[src/rtl/poll_client_if.sv]
// Channel bundle between an event source, the polling arbiter and one poll_client.
// Carries event push/data, the arbiter req/trg pair and the released payload.
interface poll_client_if #(
  parameter int DATA_W = 8
);
  logic              ev_push;
  logic [DATA_W-1:0] ev_data;
  logic              req;
  logic              trg;
  logic              out_valid;
  logic [DATA_W-1:0] out_data;

  modport master (
    output ev_push, ev_data, trg,
    input  req, out_valid, out_data
  );

  modport slave (
    input  ev_push, ev_data, trg,
    output req, out_valid, out_data
  );
endinterface

[src/rtl/poll_client.sv]
// Requester agent for the round-robin polling arbiter: event FIFO, one pop per trg,
// req while occupied, service-latency watchdog and sticky protocol error flags.
// Ports: clk, rst (async active-low), bus (poll_client_if.slave: ev_push/ev_data in,
// req out, trg in, out_valid/out_data out), pending/full status, clr_err in,
// err_overflow/err_spurious/err_timeout sticky flags out.
module poll_client #(
  parameter int DATA_W  = 8,
  parameter int DEPTH   = 4,
  parameter int TIMEOUT = 12
) (
  input  logic                     clk,
  input  logic                     rst,
  poll_client_if.slave             bus,
  output logic [$clog2(DEPTH):0]   pending,
  output logic                     full,
  input  logic                     clr_err,
  output logic                     err_overflow,
  output logic                     err_spurious,
  output logic                     err_timeout
);

  localparam int AW = $clog2(DEPTH);
  localparam int PW = AW + 1;
  localparam int CW = $clog2(TIMEOUT + 1);

  localparam logic [2:0] S_IDLE  = 3'b001;
  localparam logic [2:0] S_WAIT  = 3'b010;
  localparam logic [2:0] S_STALL = 3'b100;

  logic [DATA_W-1:0] r_mem [DEPTH];
  logic [AW-1:0]     r_wr;
  logic [AW-1:0]     r_rd;
  logic [PW-1:0]     r_cnt;
  logic [CW-1:0]     r_wait;
  logic [2:0]        r_state;
  logic              r_out_valid;
  logic [DATA_W-1:0] r_out_data;
  logic              r_err_ov;
  logic              r_err_sp;
  logic              r_err_to;

  logic          w_req;
  logic          w_full;
  logic          w_pop;
  logic          w_push;
  logic [PW-1:0] w_cnt_nxt;
  logic [CW-1:0] w_wait_nxt;
  logic [2:0]    w_state_nxt;
  logic          w_ov_set;
  logic          w_sp_set;
  logic          w_to_set;

  assign w_req  = (r_cnt != '0);
  assign w_full = (r_cnt == PW'(DEPTH));
  assign w_pop  = bus.trg & w_req;
  // a pop frees the head slot this cycle, so a full FIFO can still accept
  assign w_push = bus.ev_push & (~w_full | w_pop);

  assign w_ov_set = bus.ev_push & w_full & ~w_pop;
  assign w_sp_set = bus.trg & ~w_req;

  always_comb begin
    w_cnt_nxt = r_cnt;
    case ({w_push, w_pop})
      2'b10:   w_cnt_nxt = r_cnt + PW'(1);
      2'b01:   w_cnt_nxt = r_cnt - PW'(1);
      default: w_cnt_nxt = r_cnt;
    endcase
  end

  // IDLE leaves on the same edge the first entry lands, so the watchdog
  // counts every cycle req is high
  always_comb begin
    w_state_nxt = r_state;
    w_wait_nxt  = r_wait;
    w_to_set    = 1'b0;
    unique case (1'b1)
      r_state[0]: begin
        w_wait_nxt = '0;
        if (w_cnt_nxt != '0)
          w_state_nxt = S_WAIT;
      end
      r_state[1]: begin
        if (w_pop) begin
          w_wait_nxt  = '0;
          w_state_nxt = (w_cnt_nxt != '0) ? S_WAIT : S_IDLE;
        end else if (w_req) begin
          w_wait_nxt = r_wait + CW'(1);
          if (r_wait == CW'(TIMEOUT - 1)) begin
            w_to_set    = 1'b1;
            w_state_nxt = S_STALL;
          end
        end
      end
      r_state[2]: begin
        if (w_pop) begin
          w_wait_nxt  = '0;
          w_state_nxt = (w_cnt_nxt != '0) ? S_WAIT : S_IDLE;
        end
      end
      default: begin
        w_wait_nxt  = '0;
        w_state_nxt = S_IDLE;
      end
    endcase
  end

  always_ff @(posedge clk) begin
    if (w_push)
      r_mem[r_wr] <= bus.ev_data;
  end

  always_ff @(posedge clk or negedge rst) begin
    if (!rst) begin
      r_wr        <= '0;
      r_rd        <= '0;
      r_cnt       <= '0;
      r_wait      <= '0;
      r_state     <= S_IDLE;
      r_out_valid <= 1'b0;
      r_out_data  <= '0;
    end else begin
      r_cnt       <= w_cnt_nxt;
      r_wait      <= w_wait_nxt;
      r_state     <= w_state_nxt;
      r_out_valid <= w_pop;
      if (w_push)
        r_wr <= r_wr + AW'(1);
      if (w_pop) begin
        r_rd       <= r_rd + AW'(1);
        r_out_data <= r_mem[r_rd];
      end
    end
  end

  // a new error event wins over a same-cycle clear
  always_ff @(posedge clk or negedge rst) begin
    if (!rst) begin
      r_err_ov <= 1'b0;
      r_err_sp <= 1'b0;
      r_err_to <= 1'b0;
    end else begin
      r_err_ov <= (r_err_ov & ~clr_err) | w_ov_set;
      r_err_sp <= (r_err_sp & ~clr_err) | w_sp_set;
      r_err_to <= (r_err_to & ~clr_err) | w_to_set;
    end
  end

  assign bus.req       = w_req;
  assign bus.out_valid = r_out_valid;
  assign bus.out_data  = r_out_data;
  assign pending       = r_cnt;
  assign full          = w_full;
  assign err_overflow  = r_err_ov;
  assign err_spurious  = r_err_sp;
  assign err_timeout   = r_err_to;

endmodule
[src/flat_wrapper.sv]
// flat-port wrapper written by rule: the top's interface ports become plain ports
module poll_client_flat 
#(
  parameter int DATA_W  = 8,
  parameter int DEPTH   = 4,
  parameter int TIMEOUT = 12
)
  (clk, rst, pending, full, clr_err, err_overflow, err_spurious, err_timeout, bus_ev_push, bus_ev_data, bus_trg, bus_req, bus_out_valid, bus_out_data);
  poll_client_if #(.DATA_W(DATA_W)) bus_i ();
  input  logic clk;
  input  logic rst;
  output logic [$clog2(DEPTH):0] pending;
  output logic full;
  input  logic clr_err;
  output logic err_overflow;
  output logic err_spurious;
  output logic err_timeout;
  input wire logic [$bits(bus_i.ev_push)-1:0] bus_ev_push;
  input wire logic [$bits(bus_i.ev_data)-1:0] bus_ev_data;
  input wire logic [$bits(bus_i.trg)-1:0] bus_trg;
  output wire logic [$bits(bus_i.req)-1:0] bus_req;
  output wire logic [$bits(bus_i.out_valid)-1:0] bus_out_valid;
  output wire logic [$bits(bus_i.out_data)-1:0] bus_out_data;
  assign bus_i.ev_push = bus_ev_push;
  assign bus_i.ev_data = bus_ev_data;
  assign bus_i.trg = bus_trg;
  assign bus_req = bus_i.req;
  assign bus_out_valid = bus_i.out_valid;
  assign bus_out_data = bus_i.out_data;
  poll_client #(.DATA_W(DATA_W), .DEPTH(DEPTH), .TIMEOUT(TIMEOUT)) u_core (.clk(clk), .rst(rst), .bus(bus_i), .pending(pending), .full(full), .clr_err(clr_err), .err_overflow(err_overflow), .err_spurious(err_spurious), .err_timeout(err_timeout));
endmodule
[config.mk]
export PLATFORM = sky130hd
export DESIGN_NAME = poll_client_flat
export DESIGN_NICKNAME = d
export VERILOG_FILES = /design/src/rtl/poll_client_if.sv /design/src/rtl/poll_client.sv /design/src/flat_wrapper.sv
export SDC_FILE = /design/constraint.sdc
export NUM_CORES = 1
export LEC_CHECK = 0
export CAP_MARGIN = 20
export CORE_UTILIZATION = 30
export CTS_BUF_LIST = sky130_fd_sc_hd__clkbuf_8
export DETAILED_ROUTE_END_ITERATION = 12
export SYNTH_ARGS = -nofsm -noshare
export SYNTH_HDL_FRONTEND = slang
export SYNTH_SLANG_ARGS = --single-unit
export TNS_END_PERCENT = 10
[constraint.sdc]
create_clock -name clk -period 2.3 [get_ports clk]
set_input_delay 0.46 -clock clk [delete_from_list [all_inputs] [get_ports clk]]
set_output_delay 0.46 -clock clk [all_outputs]
set_load 0.02 [all_outputs]
=== Yosys cells after proc, flatten, opt, wreduce, memory -nomap -nowiden ===
Memory sizes are Yosys's and may differ from the RTL's. A register that Yosys moved wholly into a read port is not among the register bits.
Cells that the tools add are included.

* Memories kept: 1
* Output and inout port bits: 17
* Logic and storage cells: 58
* Input bits: 13
* RAM bits: 32
* Bits in registers: 18

* Equality and inequality tests: 6
* Bitwise gates (word level): 16
* Mux-type cells: 17
* Reduce and logical (&&, ||, !) cells: 4
* Add/subtract/negate cells: 5

{| class="wikitable"
|+ Memories
! name !! depth !! bits a word !! read ports !! clocked after Yosys merged registers in !! write ports !! RTL line !! text
|-
| u_core.r_mem || 4 || 8 || 1 || 1 || 1 || poll_client.sv:30 || <nowiki>logic [DATA_W-1:0] r_mem [DEPTH];</nowiki>
|}

{| class="wikitable"
|+ Operators by type and width
! cell !! count
|-
| $mux 3 || 4
|-
| $mux 4 || 3
|-
| $pmux 3 s3 || 1
|-
| $and 1x1->1 || 8
|-
| $pmux 4 s2 || 1
|-
| $mux 1 || 6
|-
| $pmux 3 s2 || 1
|-
| $reduce_bool 3->1 || 2
|-
| $add 2x1->2 const B || 2
|-
| $add 4x1->4 const B || 1
|-
| $eq 4x4->1 const B || 1
|-
| $not 1->1 || 4
|-
| $or 1x1->1 || 4
|-
| $add 3x1->3 const B || 1
|-
| $eq 3x3->1 const B || 1
|-
| $ne 3x3->1 const B || 1
|-
| $sub 3x1->3 const B || 1
|-
| $eq 2x1->1 const B || 1
|-
| $eq 2x2->1 const B || 1
|-
| $mux 2 || 1
|-
| $ne 2x2->1 const B || 1
|-
| $reduce_and 2->1 || 1
|-
| $logic_not 1->1 || 1
|}

=== Logic depth before layout (Yosys ltp) ===
Gate-level depths: netlist of run 1.

* Word-level depth: 10
* Mapped depth: 12
* Mapped depth without buffers: 12

=== Worst setup path after synthesis of run 1 ===
OpenSTA, ideal clock, no wires.

* Kind: register -> register
* From: register u_core.r_cnt[1], in the netlist u_core.pending[1]
* To: register u_core.r_state[1]
* Slack: -74 ps
* Stages on the path, launching flop included: 13
* Path buffers: 0
* Setup time: 122 ps
* Period minus slack after synthesis: 2374 ps
* Arrival time: 2252 ps
* Required time: 2178 ps
* Cells stage by stage: dfrtp_1 or2_4 nor2_4 inv_2 nand2_2 inv_2 nand2b_1 fa_1 xor2_1 mux2i_1 o21ai_1 nand3_1 a32o_1

* Word-level cells in the longest chain between the ends: 10
* Elaborated cells between the ends (all ways): 17
* Those cells by class: add/sub (2); eq/ne (3); mux (6); bitwise (4); reduce/logical (2)

{| class="wikitable"
|+ Ends and longest elaborated chain
! element !! RTL line !! text
|-
| start: declaration || poll_client.sv:33 || <nowiki>logic [PW-1:0] r_cnt;</nowiki>
|-
| start signal: assignment || poll_client.sv:123 || <nowiki>r_cnt <= w_cnt_nxt;</nowiki>
|-
| $reduce_bool 3->1 * || poll_client.sv:53 || <nowiki>assign w_req = (r_cnt != '0);</nowiki>
|-
| named net bus_req || flat_wrapper.sv:21 || <nowiki>output wire logic [$bits(bus_i.req)-1:0] bus_req;</nowiki>
|-
| $and 1x1->1 || poll_client.sv:55 || <nowiki>assign w_pop = bus.trg & w_req;</nowiki>
|-
| $or 1x1->1 || poll_client.sv:57 || <nowiki>assign w_push = bus.ev_push & (~w_full | w_pop);</nowiki>
|-
| $and 1x1->1 || poll_client.sv:57 ||
|-
| $eq 2x1->1 or $eq 2x2->1 (tied branches) || poll_client.sv:64 || <nowiki>case ({w_push, w_pop})</nowiki>
|-
| $pmux 3 s2 || poll_client.sv:64 ||
|-
| $reduce_bool 3->1 || poll_client.sv:80, poll_client.sv:86, poll_client.sv:98 ||
|-
| $mux 2 || poll_client.sv:80, poll_client.sv:86, poll_client.sv:98 ||
|-
| $mux 3, on equally long branches || poll_client.sv:96, poll_client.sv:84 ||
|-
| $pmux 3 s3 * || poll_client.sv:77 || <nowiki>unique case (1'b1)</nowiki>
|-
| named net u_core.w_state_nxt[1] || poll_client.sv:48 || <nowiki>logic [2:0] w_state_nxt;</nowiki>
|-
| end signal: assignment || poll_client.sv:125 || <nowiki>r_state <= w_state_nxt;</nowiki>
|-
| end: declaration || poll_client.sv:35 || <nowiki>logic [2:0] r_state;</nowiki>
|}

The timed path passes the listed nets; every way through them passes the cells marked *.
A chain may end at the register's enable or synchronous reset.

=== Worst setup path in the final report of run 1 ===
* From: register u_core.r_cnt[1], in the netlist u_core.pending[1]
* To: register u_core.r_state[1]

* Word-level cells in the longest chain between the ends: 10
* Elaborated cells between the ends (all ways): 17
* Those cells by class: add/sub (2); eq/ne (3); mux (6); bitwise (4); reduce/logical (2)

{| class="wikitable"
|+ Ends and longest elaborated chain
! element !! RTL line
|-
| $reduce_bool 3->1 or $eq 3x3->1 (tied branches) || poll_client.sv:53, poll_client.sv:54
|-
| $and 1x1->1 or $not 1->1 (tied branches) || poll_client.sv:55, poll_client.sv:57
|-
| $or 1x1->1 || poll_client.sv:57
|-
| $and 1x1->1 || poll_client.sv:57
|-
| $eq 2x1->1 or $eq 2x2->1 (tied branches) || poll_client.sv:64
|-
| $pmux 3 s2 || poll_client.sv:64
|-
| $reduce_bool 3->1 || poll_client.sv:80, poll_client.sv:86, poll_client.sv:98
|-
| $mux 2 || poll_client.sv:80, poll_client.sv:86, poll_client.sv:98
|-
| $mux 3, on equally long branches || poll_client.sv:96, poll_client.sv:84
|-
| $pmux 3 s3 * || poll_client.sv:77
|-
| named net u_core.w_state_nxt[1] || poll_client.sv:48
|}

Marked as above.

==> results.py, run 1 <==
metrics = {
    "sta": {
        "drv_slew": 0,
        "max_freq_mhz": 451,
        "rsz0062_at_grt": "true",
        "hold_ws_ps": 471,
        "final.setup_skew_ps": 7.43,
        "tns_ps": 0,
        "worst_slew_pin_slew_ps": 585,
        "period_needed_ps": 2220,
        "post-route-period-util": 0.965,
        "slew_headroom": 0.610,
        "hold_violations": 0,
        "finalSetupViolations": 0,
    },
    "grt": {
        "antenna_found_initial": 0,
        "grt_pass1_wl_microns": 7710,
        "overflow": 0,
        "grt_use_total": 0.121,
        "grt_pass1_vias": 1526,
        "grt_max_degree": 27,
    },
    "cts": {
        "clock_path_buffers": 2,
        "postCtsResizedCells": 0,
        "clk_latency_ps": 330,
        "path_clk_slew_ps": 70,
        "tritoncts": "yes",
        "h-tree-depth": 3,
        "root_buffer": "clkbuf_8",
        "post-cts-setup-buffers": 0,
        "clock-sinks": 58,
        "cts_made_buffers": 9,
        "cts_hold_buffers": 0,
    },
    "cells_and_area": {
        "nets": 254,
        "area_growth_pct": 29.2,
        "antenna-diode-count": 0,
        "drive_above_1_share": 0.213,
        "final_common_cell": "nand2_1",
        "layout_common_cells": "nand2_1 (37), edfxtp_1 (32), clkdlybuf4s50_1 (28)",
    },
    "yosys": {
        "synth_seq_area_share": 0.634,
        "synth-simple-area-share": 0.126,
        "async_flop_share": 0.448,
        "synth_top_cell_area_share": 0.378,
        "ys.flop_type": "edfxtp_1",
        "synth_area_leaders": "edfxtp_1 (38%), dfrtp_1 (25%), mux4_2 (7.1%)",
        "avgSynthCellArea_sq_um": 13.4,
        "yosys.area.top_type": "edfxtp_1",
        "synth_top_family_by_area": "simple AND/OR/NAND/NOR gates",
        "synth_cell_types": 47,
        "synth_area_sq_um": 2540,
        "synthCells": 190,
        "synth.mux.area_fraction": 0.0792,
        "synthXorXnorAreaFrac": 0.0236,
        "synth_edf_count": 32,
        "synth_nets": 209,
        "ys_warn_count": 0,
        "ys_seq_elements": 58,
        "synth_fa_ha_area_frac": 0.0324,
        "synth_compound_area_frac": 0.0713,
    },
    "drt": {
        "drtIter0Drc": 87,
        "drtPass1Iterations": 4,
        "avgRoutedWirePerCell_microns": 13.7,
        "dr.max_layer_used": "met4",
        "met3_wirelength_microns": 203,
        "drcViolationCount": 0,
        "viasPerCell": 4.60,
        "postRouteAntennaNets": 0,
        "m1WireLength_microns": 2190,
        "wl_met2_microns": 2200,
        "drt_wl_total_microns": 4720,
        "dr_total_vias": 1588,
    },
    "critical_path": {
        "cp.required_ps": 2520,
        "critical_path_class": "flip-flop to flip-flop",
        "crit_arrival_ps": 2440,
        "ff2ff_path_depth": 12,
        "setup.worst_path.start_class": "flip-flop",
        "end_kind": "flip-flop",
        "critPathMaxFanout": 5,
    },
    "floorplanning": {
        "start_util": 0.310,
        "dieHeight_microns": 94.1,
        "ioPinCount": 30,
        "row_count": 33,
        "coreArea_sq_um": 8220,
        "die_w_microns": 94.1,
        "die-area_sq_um": 8860,
    },
    "power": {
        "power_leakage_nw": 1.34,
        "power-per-cell-area_nw_per_um2": 1300,
        "irDropWorstVdd_uv": 373,
        "total_power_mw": 4.27,
    },
    "min_path": {
        "hold_class": "flip-flop to flip-flop",
        "holdPathStages": 2,
    },
    "place": {
        "dp.final_hpwl_microns": 3270,
        "port_buffers": 29,
        "place.gp.congestion": 0.834,
    },
    "run_status": {
        "status": "complete, no violations",
    },
    "flow_run": {
        "drv_cap": 0,
    },
}
==> critical path, stage by stage, from the launching register on <==
cell and delay [ps]:
dfrtp_2 410, or2_4 280, nor2_4 110, inv_2 70, nand2_2 80, inv_2 40, nand2b_1 80, fa_2 250
xor2_2 160, mux2i_1 90, o21ai_1 190, nand3_1 90, a32o_1 260
==> cells by family (layout without fill, tap and decap cells) <==
| family | after synthesis | after routing |
|---|---|---|
| compound gates | 24 | 24 |
| simple gates | 68 | 68 |
| xor+xnor | 6 | 6 |
| fa+ha+maj | 6 | 6 |
| mux | 10 | 10 |
| flops | 58 | 58 |
| buf+inv | 18 | 68 |
==> through the flow <==
step                setup slack [ps]   util  cells  instance area (sq um)
global placement                -165  0.372    329                   3060
global route                   -25.4  0.400    345                   3290
finish                          80.3  0.400    345                   3290
detailed placement              -206  0.372    329                   3060
CTS                             14.6  0.399    345                   3280
floorplan                       6.27      -    190                   2550
==> metal layers <==
metal	vias to the layer above	GRT usage
met5	-	0
met4	0	0.0885
met3	10	0.0251
met2	30	0.180
met1	784	0.156
li1	764	-
==> path summary, 6_finish.rpt <==
kind / from / slack (ps) / end
worst min-delay path: u_core.bus.out_data[5]$_DFFE_PN0P_ / 470 / u_core.bus.out_data[5]$_DFFE_PN0P_
min in group asynchronous: rst / 500 / u_core.pending[0]$_DFF_PN0_
worst min register to register: u_core.bus.out_data[5]$_DFFE_PN0P_ / 470 / u_core.bus.out_data[5]$_DFFE_PN0P_
worst max register to register: u_core.pending[1]$_DFF_PN0_ / 80 / u_core.r_state[1]$_DFF_PN0_
worst max-delay path: u_core.pending[1]$_DFF_PN0_ / 80 / u_core.r_state[1]$_DFF_PN0_
max in group asynchronous: rst / 1490 / u_core.r_state[0]$_DFF_PN1_
==> cell type report <==
cell class,instances,area [sq um]
Clock buffer,10,138
Clock inverter,6,82.6
Fill cell,754,4930
Inverter,10,37.5
Multi-Input combinational cell,114,856
Sequential cell,58,1620
Tap cell,105,131
Timing Repair Buffer,42,428
==> synth_stat cells, types with 2 or more instances <==
| cell | count |
|---|---|
| and3_1 | 3 |
| a21oi_1 | 5 |
| inv_1 | 7 |
| o21ai_0 | 5 |
| ha_1 | 5 |
| and2_1 | 4 |
| buf_4 | 2 |
| nor2b_1 | 2 |
| buf_2 | 3 |
| edfxtp_1 | 32 |
| nor2_1 | 10 |
| dfrtp_1 | 25 |
| xor2_1 | 2 |
| a22o_1 | 2 |
| nand2_1 | 37 |
| nand2b_1 | 2 |
| inv_2 | 3 |
| xnor2_1 | 3 |
| mux4_2 | 8 |
| nand3_1 | 3 |
==> flip-flops by register name (all words and copies together), names as in the netlist <==
register / count
u_core.bus.out_data: 8
u_core.bus.out_valid: 1
u_core.err_overflow: 1
u_core.err_spurious: 1
u_core.err_timeout: 1
u_core.pending: 3
u_core.r_mem: 32
u_core.r_rd: 2
u_core.r_state: 3
u_core.r_wait: 4
u_core.r_wr: 2
==> where the power goes <==
group / switching, mW / internal (mW)
clock network: 0.403 / 0.633
registers: 0.209 / 1.41
logic: 0.798 / 0.817
total: 1.41 / 2.86
Power figures use the tool's default switching activity.
==> run 2: changes to the inputs <==
CORE_ASPECT_RATIO = 0.75   (was default)
SLEW_MARGIN = 10   (was default)
==> run 2 against run 1 <==
Setup slack worse by 13 ps; power is 0.12% higher; sequential power hardly changed; flip-flop and latch count did not move; final cell count rose by 1.2%; via count shrank 1.5%; utilization rose by 0.73 points; die area barely moved; clock-buffer cell count up 1; critical path depth is the same; critical endpoint unchanged.
==> results.py, run 2 (same netlist as run 1, synthesis figures left out) <==
metrics = {
    "run_status": {
        "status": "complete, no violations",
    },
    "cts": {
        "cts_hold_buffers": 0,
        "path_clk_slew_ps": 60,
        "h-tree-depth": 3,
        "clock_path_buffers": 2,
        "root_buffer": "clkbuf_8",
        "clk_latency_ps": 330,
        "cts_made_buffers": 9,
        "tritoncts": "yes",
        "clock-sinks": 58,
    },
    "critical_path": {
        "path_depth": 12,
        "rrSetupSlack_ps": 70,
        "crit_path_max_incr_delay_ps": 400,
        "setup.worst_path.start_class": "flip-flop",
        "crit_arrival_ps": 2450,
        "crit_path_frequent_cell": "inv_2",
        "ff2ff_path_depth": 12,
        "critPathTopFamily": "simple AND/OR/NAND/NOR gates",
        "path_cells": "or2_4 -> nor2_4 -> inv_2 -> nand2_2 -> inv_2 -> nand2b_1 -> fa_1 -> xor2_1 -> mux2i_1 -> o21ai_2 -> nand3_1 -> a32o_1",
        "cp.buffers_inverters": 2,
        "critPathMaxFanout": 5,
        "crit_slowest_cell": "dfrtp_2",
        "cp.required_ps": 2520,
        "end_kind": "flip-flop",
        "critical_path_class": "flip-flop to flip-flop",
    },
    "power": {
        "irDropWorstVdd_uv": 490,
        "p_comb_frac": 0.376,
        "power_leakage_nw": 1.35,
        "seqPwrFrac": 0.379,
        "p_int_mw": 2.87,
        "power-per-cell-area_nw_per_um2": 1300,
        "switchingPower_mw": 1.40,
        "total_power_mw": 4.27,
        "p_sw_frac": 0.328,
        "pwr-share-clk": 0.246,
    },
    "grt": {
        "grt_pass1_vias": 1442,
        "grt_use_total": 0.121,
        "overflow": 0,
        "antenna_found_initial": 0,
        "grt_max_degree": 27,
        "grt_pass1_wl_microns": 7630,
    },
    "cells_and_area": {
        "antenna-diode-count": 0,
        "nets": 258,
        "drive_above_1_share": 0.221,
        "final_common_cell": "nand2_1",
        "area_growth_pct": 29.0,
        "layout_common_cells": "nand2_1 (37), edfxtp_1 (32), clkdlybuf4s50_1 (28)",
        "regMostFlops": "u_core.r_mem",
        "largest_reg_flops": 32,
    },
    "sta": {
        "hold_violations": 0,
        "tns_ps": 0,
        "drv_slew": 0,
        "final.setup_skew_ps": 8.93,
        "worst_slew_pin_slew_ps": 584,
        "setup_ws_ps": 67.2,
        "period_needed_ps": 2230,
        "slew_headroom": 0.611,
        "finalSetupViolations": 0,
        "max_freq_mhz": 448,
        "rsz0062_at_grt": "true",
        "post-route-period-util": 0.971,
    },
    "drt": {
        "dr_total_vias": 1564,
        "postRouteAntennaNets": 0,
        "avgRoutedWirePerCell_microns": 13.5,
        "drtPass1Iterations": 4,
        "viasPerCell": 4.48,
        "drt_wl_total_microns": 4700,
        "drcViolationCount": 0,
        "drtIter0Drc": 53,
    },
    "min_path": {
        "holdPathStages": 2,
        "hold_class": "flip-flop to flip-flop",
    },
    "floorplanning": {
        "die-area_sq_um": 8860,
        "row_count": 28,
        "ioPinCount": 30,
        "coreArea_sq_um": 8060,
        "dieHeight_microns": 81.8,
        "start_util": 0.316,
        "die_w_microns": 108,
    },
    "place": {
        "pre_cts_ws_ps": -211,
        "dp.final_hpwl_microns": 3410,
        "port_buffers": 29,
        "place.gp.congestion": 0.807,
    },
    "flow_run": {
        "drv_cap": 0,
    },
}
run 2: cell types whose count changed in the layout (fill, tap and decap cells not counted), sizes merged:
cell	before	now
buf	13	17
clkbuf	10	11
clkinv	3	2
run 2: power groups by stage:
stage	combinational [mW]	clock, mW	sequential (mW)
2_1_floorplan	0.953	0	1.69
4_1_cts	1.62	1.08	1.63
3_3_place_gp	1.61	0	1.64
3_5_place_dp	1.62	0	1.64
5_1_grt	1.76	1.14	1.66
6_report	1.61	1.05	1.62
run 2: final cells by class:
type	count	area, sq um
fillers	769	4770
flip-flops and latches	58	1620
multi-input cells	114	850
repair buffers	46	420
clock buffers	11	151
well taps	105	131
clock inverters	5	77.6
inverters	10	37.5
run 2: tightest hold or removal path, cell delays in order (launching register included):
cell and delay (ps):
dfrtp_1 340, nand2_1 50, nand2_1 50
run 2: metal layers:
| layer | track usage | vias to the layer above | routed length, microns |
|---|---|---|---|
| met5 | 0 | - | 0 |
| met2 | 0.166 | 35 | 2030 |
| met3 | 0.0548 | 2 | 244 |
| met4 | 0.0446 | 0 | 33 |
| met1 | 0.166 | 761 | 2390 |
| li1 | - | 766 | - |
run 2: final timing paths:
kind	startpoint	end
max	u_core.pending[1]$_DFF_PN0_	u_core.r_state[1]$_DFF_PN0_
max reg2reg	u_core.pending[1]$_DFF_PN0_	u_core.r_state[1]$_DFF_PN0_
min in group asynchronous	rst	u_core.r_wait[1]$_DFFE_PN0P_
min	u_core.bus.out_data[7]$_DFFE_PN0P_	u_core.bus.out_data[7]$_DFFE_PN0P_
max in group asynchronous	rst	u_core.r_state[0]$_DFF_PN1_
min reg2reg	u_core.bus.out_data[7]$_DFFE_PN0P_	u_core.bus.out_data[7]$_DFFE_PN0P_
run 2: what timing repair did:
action | in CTS | in global routing
buffers inserted | 0 | 0
endpoints found under the setup margin | 0 | 3
gates resized for setup | 0 | 2
run 2: stage by stage:
step / cell area [sq um] / cells / hold slack, ps / util
after floorplan: 2550 / 190 / 164 / -
after global placement: 3050 / 333 / 459 / 0.378
after detailed placement: 3050 / 333 / 467 / 0.378
after CTS: 3280 / 349 / 483 / 0.407
after global routing: 3280 / 349 / 497 / 0.407
final: 3280 / 349 / 472 / 0.407
